$ cat src/rtl/mycpu_wb.sv
// Write-back / memory stage: accepts one EX result at a time, runs the data-memory
// handshake for loads and stores, and drives a single-cycle register-file write.
module mycpu_wb #(
    parameter logic CHECK_ALIGN = 1'b1
) (
    input  logic        clk,
    input  logic        rst,
    input  logic        in_valid,
    output logic        in_ready,
    input  logic [31:0] in_PC,
    input  logic [31:0] in_aluResult,
    input  logic [31:0] in_storeData,
    input  logic [4:0]  in_targetReg,
    input  logic        in_C3,
    input  logic        in_C5,
    input  logic        in_C6,
    output logic        data_req,
    output logic        data_wr,
    output logic [31:0] data_addr,
    output logic [31:0] data_wdata,
    input  logic        data_addr_ok,
    input  logic        data_data_ok,
    input  logic [31:0] data_rdata,
    output logic        wen,
    output logic [4:0]  waddr,
    output logic [31:0] wdata,
    output logic        pendValid,
    output logic [4:0]  pendAddr,
    output logic        excFlag,
    output logic [31:0] badAddr,
    output logic [31:0] debug_wb_pc
);

    typedef enum logic [1:0] {
        S_IDLE = 2'b00,
        S_REQ  = 2'b01,
        S_WAIT = 2'b10
    } state_e;

    state_e      state_q, state_d;
    logic [31:0] pc_q, pc_d;
    logic [31:0] addr_q, addr_d;
    logic [31:0] sdata_q, sdata_d;
    logic [4:0]  tgt_q, tgt_d;
    logic        c3_q, c3_d;
    logic        c5_q, c5_d;
    logic        c6_q, c6_d;
    logic        wen_q, wen_d;
    logic [4:0]  waddr_q, waddr_d;
    logic [31:0] wdata_q, wdata_d;
    logic [31:0] wbpc_q, wbpc_d;
    logic        pend_q, pend_d;
    logic [4:0]  pend_addr_q, pend_addr_d;
    logic        exc_q, exc_d;
    logic [31:0] bad_q, bad_d;

    logic        accept_s;
    logic        is_mem_s;
    logic        misal_s;

    // Next-state, operand capture and write-back decisions.
    always_comb begin
        state_d     = state_q;
        pc_d        = pc_q;
        addr_d      = addr_q;
        sdata_d     = sdata_q;
        tgt_d       = tgt_q;
        c3_d        = c3_q;
        c5_d        = c5_q;
        c6_d        = c6_q;
        wen_d       = 1'b0;
        waddr_d     = waddr_q;
        wdata_d     = wdata_q;
        wbpc_d      = wbpc_q;
        pend_d      = pend_q;
        pend_addr_d = pend_addr_q;
        exc_d       = exc_q;
        bad_d       = bad_q;

        in_ready = rst & (state_q == S_IDLE);
        accept_s = in_valid & in_ready;
        is_mem_s = in_C3 | in_C6;
        misal_s  = CHECK_ALIGN & is_mem_s & (in_aluResult[1:0] != 2'b00);

        case (state_q)
            S_IDLE: begin
                if (accept_s) begin
                    pc_d    = in_PC;
                    addr_d  = in_aluResult;
                    sdata_d = in_storeData;
                    tgt_d   = in_targetReg;
                    c3_d    = in_C3;
                    c5_d    = in_C5;
                    c6_d    = in_C6;
                    if (!is_mem_s) begin
                        if (in_C5 && (in_targetReg != 5'd0)) begin
                            wen_d   = 1'b1;
                            waddr_d = in_targetReg;
                            wdata_d = in_aluResult;
                            wbpc_d  = in_PC;
                        end else begin
                            wen_d = 1'b0;
                        end
                    end else if (misal_s) begin
                        // Only the first trapped address is kept; the flag is sticky.
                        exc_d = 1'b1;
                        bad_d = exc_q ? bad_q : in_aluResult;
                    end else begin
                        state_d = S_REQ;
                        if (in_C3 && !in_C6) begin
                            pend_d      = 1'b1;
                            pend_addr_d = in_targetReg;
                        end else begin
                            pend_d = pend_q;
                        end
                    end
                end else begin
                    state_d = S_IDLE;
                end
            end
            S_REQ: begin
                if (data_addr_ok) begin
                    state_d = S_WAIT;
                end else begin
                    state_d = S_REQ;
                end
            end
            S_WAIT: begin
                if (data_data_ok) begin
                    state_d = S_IDLE;
                    if (c3_q && !c6_q) begin
                        pend_d      = 1'b0;
                        pend_addr_d = 5'd0;
                        if (c5_q && (tgt_q != 5'd0)) begin
                            wen_d   = 1'b1;
                            waddr_d = tgt_q;
                            wdata_d = data_rdata;
                            wbpc_d  = pc_q;
                        end else begin
                            wen_d = 1'b0;
                        end
                    end else begin
                        pend_d = pend_q;
                    end
                end else begin
                    state_d = S_WAIT;
                end
            end
            default: begin
                state_d = S_IDLE;
            end
        endcase
    end

    // State and output registers with synchronous active-low reset.
    always_ff @(posedge clk) begin
        if (!rst) begin
            state_q     <= S_IDLE;
            pc_q        <= 32'd0;
            addr_q      <= 32'd0;
            sdata_q     <= 32'd0;
            tgt_q       <= 5'd0;
            c3_q        <= 1'b0;
            c5_q        <= 1'b0;
            c6_q        <= 1'b0;
            wen_q       <= 1'b0;
            waddr_q     <= 5'd0;
            wdata_q     <= 32'd0;
            wbpc_q      <= 32'd0;
            pend_q      <= 1'b0;
            pend_addr_q <= 5'd0;
            exc_q       <= 1'b0;
            bad_q       <= 32'd0;
        end else begin
            state_q     <= state_d;
            pc_q        <= pc_d;
            addr_q      <= addr_d;
            sdata_q     <= sdata_d;
            tgt_q       <= tgt_d;
            c3_q        <= c3_d;
            c5_q        <= c5_d;
            c6_q        <= c6_d;
            wen_q       <= wen_d;
            waddr_q     <= waddr_d;
            wdata_q     <= wdata_d;
            wbpc_q      <= wbpc_d;
            pend_q      <= pend_d;
            pend_addr_q <= pend_addr_d;
            exc_q       <= exc_d;
            bad_q       <= bad_d;
        end
    end

    assign data_req    = (state_q == S_REQ);
    assign data_wr     = c6_q;
    assign data_addr   = {addr_q[31:2], 2'b00};
    assign data_wdata  = sdata_q;
    assign wen         = wen_q;
    assign waddr       = waddr_q;
    assign wdata       = wdata_q;
    assign debug_wb_pc = wbpc_q;
    assign pendValid   = pend_q;
    assign pendAddr    = pend_addr_q;
    assign excFlag     = exc_q;
    assign badAddr     = bad_q;

endmodule

$ cat config.mk
export PLATFORM = sky130hd
export DESIGN_NAME = mycpu_wb
export DESIGN_NICKNAME = d
export VERILOG_FILES = /design/src/rtl/mycpu_wb.sv
export SDC_FILE = /design/constraint.sdc
export NUM_CORES = 1
export LEC_CHECK = 0
export ABC_CLOCK_PERIOD_IN_PS = 1800
export BUFFER_PORTS_ARGS = -buffer_cell sky130_fd_sc_hd__buf_2
export CAP_MARGIN = 20
export CORE_ASPECT_RATIO = 0.5
export CORE_MARGIN = 3
export CORE_UTILIZATION = 46
export CTS_BUF_LIST = sky130_fd_sc_hd__clkbuf_8
export DETAILED_ROUTE_END_ITERATION = 10
export HOLD_SLACK_MARGIN = 0.06
export PLACE_DENSITY = 0.78
export RECOVER_POWER = 50
export SETUP_SLACK_MARGIN = 0.02
export SLEW_MARGIN = 20
export SYNTH_ARGS = -nofsm -noshare
export SYNTH_HDL_FRONTEND = slang
export SYNTH_SLANG_ARGS = --single-unit
$ cat constraint.sdc
create_clock -name clk -period 1.8 [get_ports clk]
set_clock_uncertainty 0.05 [all_clocks]
set_input_delay 0.09 -clock clk [delete_from_list [all_inputs] [get_ports clk]]
set_output_delay 0.09 -clock clk [all_outputs]
set_load 0.02 [all_outputs]
==> flow_metrics.py <==
metrics = {
    "pwr": {
        "fin_total_pwr_uw": 10800,
        "ir_worst_vdd_mv": 0.475,
        "internal_power_uw": 7670,
        "p_comb_share_pct": 17.8,
        "p_sw_uw": 3120,
        "clock_power_share_pct": 34.2,
        "leakagePower_uw": 0.00556,
        "powerDensity_mw_per_mm2": 866,
        "seq_power_share_pct": 48.0,
        "switching_share_pct": 28.9,
    },
    "synthesis": {
        "ys.flop_type": "dfxtp_1",
        "yosys.area.top_type": "dfxtp_1",
        "ys_seq_area_share_pct": 50.0,
        "synth_fa_ha_area_share_pct": 0,
        "synth_mux_area_share_pct": 0,
        "synth_edf_count": 0,
        "synth_area_mm2": 0.00853,
        "synth.most_common_cell": "nand2_1",
        "synth_common_cells": "nand2_1, dfxtp_1, nand3_1",
        "ys_warn_count": 0,
        "synthSimpleGateAreaFrac_pct": 30.3,
        "synthXorXnorAreaFrac_pct": 0,
        "synth-seq-cells": 213,
        "synth_area_leaders": "dfxtp_1, nand2_1, nand3_1, o221a_2, clkbuf_1",
        "yosys.cell_types.count": 36,
        "synth_top_cell_area_share_pct": 50.0,
        "async_reset_ff_share_pct": 0,
        "synth-compound-area-share_pct": 14.8,
        "syn_avg_cell_area_um2": 8.19,
        "synth_top_family_by_area": "simple AND/OR/NAND/NOR gates",
        "synth_cells": 1042,
    },
    "clock_tree": {
        "cts.clk_slew.worst_paths_ns": 0.07,
        "cts_tree": "done",
        "numCtsBuffers": 30,
        "cts_root_buf": "clkbuf_8",
        "clkLatencyLatePin_ns": 0.58,
        "h-tree-depth": 1,
        "cts_buffer_depth": 3,
        "cts_num_sinks": 213,
    },
    "worst_setup_path": {
        "crit_required_ns": 2.26,
        "cp-end-kind": "register",
        "cp-start-kind": "register",
        "crit_type": "reg -> reg",
        "arrival_ns": 2.34,
        "crit_fanout": 31,
        "reg2reg_slack_ns": -0.08,
    },
    "route": {
        "wire_per_inst_um": 18.9,
        "routed_wl_mm": 32.7,
        "drt_iter0_drc": 752,
        "route.detailed.drc": 0,
        "vias": 9722,
        "via_per_inst": 5.63,
        "route.antenna.remaining_nets": 0,
        "first_pass_iters": 8,
    },
    "layout": {
        "synthToLayoutAreaGrowth_pct": 46.0,
        "nNetsFinal": 1614,
        "final_core_util_pct": 70.1,
        "layout-drive-gt1-share_pct": 22.3,
    },
    "floorplan": {
        "dieArea_mm2": 0.0203,
        "rows": 34,
        "start_util_pct": 48.0,
        "die_x_um": 199,
        "die_h_um": 102,
        "boundaryPins": 317,
        "design.core.area_mm2": 0.0178,
    },
    "grt": {
        "grt_pass1_wl_mm": 48.1,
        "track_usage_pct": 29.1,
        "grt_max_degree": 106,
        "grt_pass1_vias": 9555,
        "grt_overflow": 0,
        "antenna_found_initial": 0,
    },
    "timing": {
        "finalHoldViolations": 0,
        "rsz0062_at_grt": "yes",
        "slew_viol_final": 0,
        "layout_setup_ws_ns": -0.0755,
        "post-route-period-util_pct": 104,
        "maxSlewHeadroom_pct": 32.1,
        "tightest_slew_ns": 1.02,
        "max_freq_mhz": 533,
        "final.min_clock_period_ns": 1.88,
        "finalSetupViolCount": 69,
    },
    "job": {
        "maxCapViolCount": 0,
    },
    "run_status": {
        "violations": "negative setup slack",
        "status": "finished with violations",
    },
    "placed_design": {
        "gp_congestion": 0.862,
        "preCtsSetupSlack_ns": -0.112,
        "post-dp-hpwl_mm": 17.9,
        "numPortBuffers": 314,
    },
    "worst_hold_path": {
        "hold_class": "in -> reg",
    },
}
==> repair_timing <==
item,in CTS,in global routing
gates cloned,0,6
resized for setup,7,39
setup endpoints to repair,72,108
setup buffers,0,2
endpoints found under the hold margin,212,0
pin swaps,1,6
hold buffers,139,0
==> flip-flops by register name, indices dropped and copies added (netlist names), 30 cells and up <==
signal,count
data_wdata,32
pc_q,32
debug_wb_pc,32
wdata,32
addr_q,30
badAddr,32
==> cell families (layout without fill, tap and decap cells) <==
group	count (synthesis)	count (layout)
simple gates	608	608
buf+inv	97	545
flops	213	213
other cells	1	3
compound gates	123	123
==> through the flow <==
step | std cells | setup TNS, ns | hold WS, ns | cell area (um2)
floorplan | 1043 | -0.00763 | 0.139 | 8550
global placement | 1528 | -3.72 | 0.221 | 10400
detailed placement | 1528 | -6.20 | 0.228 | 10400
CTS | 1717 | -2.16 | 0.0828 | 12400
global route | 1725 | -7.70 | 0.0881 | 12500
finish | 1726 | -3.25 | 0.129 | 12500
==> power by group through the flow <==
| stage | Sequential (uW) | Clock, uW | Combinational [uW] |
|---|---|---|---|
| detailed placement | 5260 | 0 | 1590 |
| floorplan | 5520 | 0 | 658 |
| global placement | 5250 | 0 | 1550 |
| CTS | 5160 | 3770 | 1840 |
| finish | 5180 | 3690 | 1920 |
| global route | 5210 | 3970 | 2040 |
==> metal layers <==
layer | vias to the layer above | part of all wire (%) | global-route usage, %
met3 | 166 | 9.1 | 7.71
met1 | 4584 | 37 | 33.5
met5 | - | 0 | 0
li1 | 4392 | - | -
met4 | 0 | 5.4 | 15.4
met2 | 580 | 48 | 50.6
==> cell usage in the layout, fill, tap and decap left out, types with 3 or more instances in the layout <==
cell type / count
buf_6: 9
a21boi_0: 14
nand3_1: 171
or3_1: 5
o21ai_0: 7
buf_2: 154
dfxtp_2: 3
nand2_1: 404
buf_4: 20
inv_1: 10
clkbuf_8: 38
nor2_1: 3
a21boi_1: 21
clkbuf_1: 158
clkbuf_16: 5
a21boi_2: 4
dfxtp_1: 210
dlygate4sd3_1: 139
o221a_4: 11
o221a_2: 58
buf_12: 9
==> critical path, cell delays in order, from the launching register on <==
cell,delay (ns)
dfxtp_2,0.33
or4_4,0.54
o2111ai_4,0.23
and2_4,0.23
buf_12,0.20
o221a_2,0.21
==> final timing paths <==
path | start | endpoint | cells past startpoint
max | tgt_q[0]$_SDFFE_PN0N_ | debug_wb_pc[18]$_SDFFE_PN0P_ | 5
min | in_valid | pc_q[30]$_SDFFE_PN0N_ | 5
max reg2reg | tgt_q[0]$_SDFFE_PN0N_ | debug_wb_pc[18]$_SDFFE_PN0P_ | 5
min reg2reg | addr_q[26]$_SDFFE_PN0N_ | addr_q[26]$_SDFFE_PN0N_ | 2
==> area by class of cell <==
class                           instances  area, um2
Clock buffer                           38        523
Multi-Input combinational cell        733       3990
Antenna cell                            1       2.50
Fill cell                            1378       5320
Timing Repair Buffer                  495       3340
Sequential cell                       213       4270
Clock inverter                         12       47.5
Tap cell                              234        293
No activity file was read; power rests on OpenSTA's default activity.
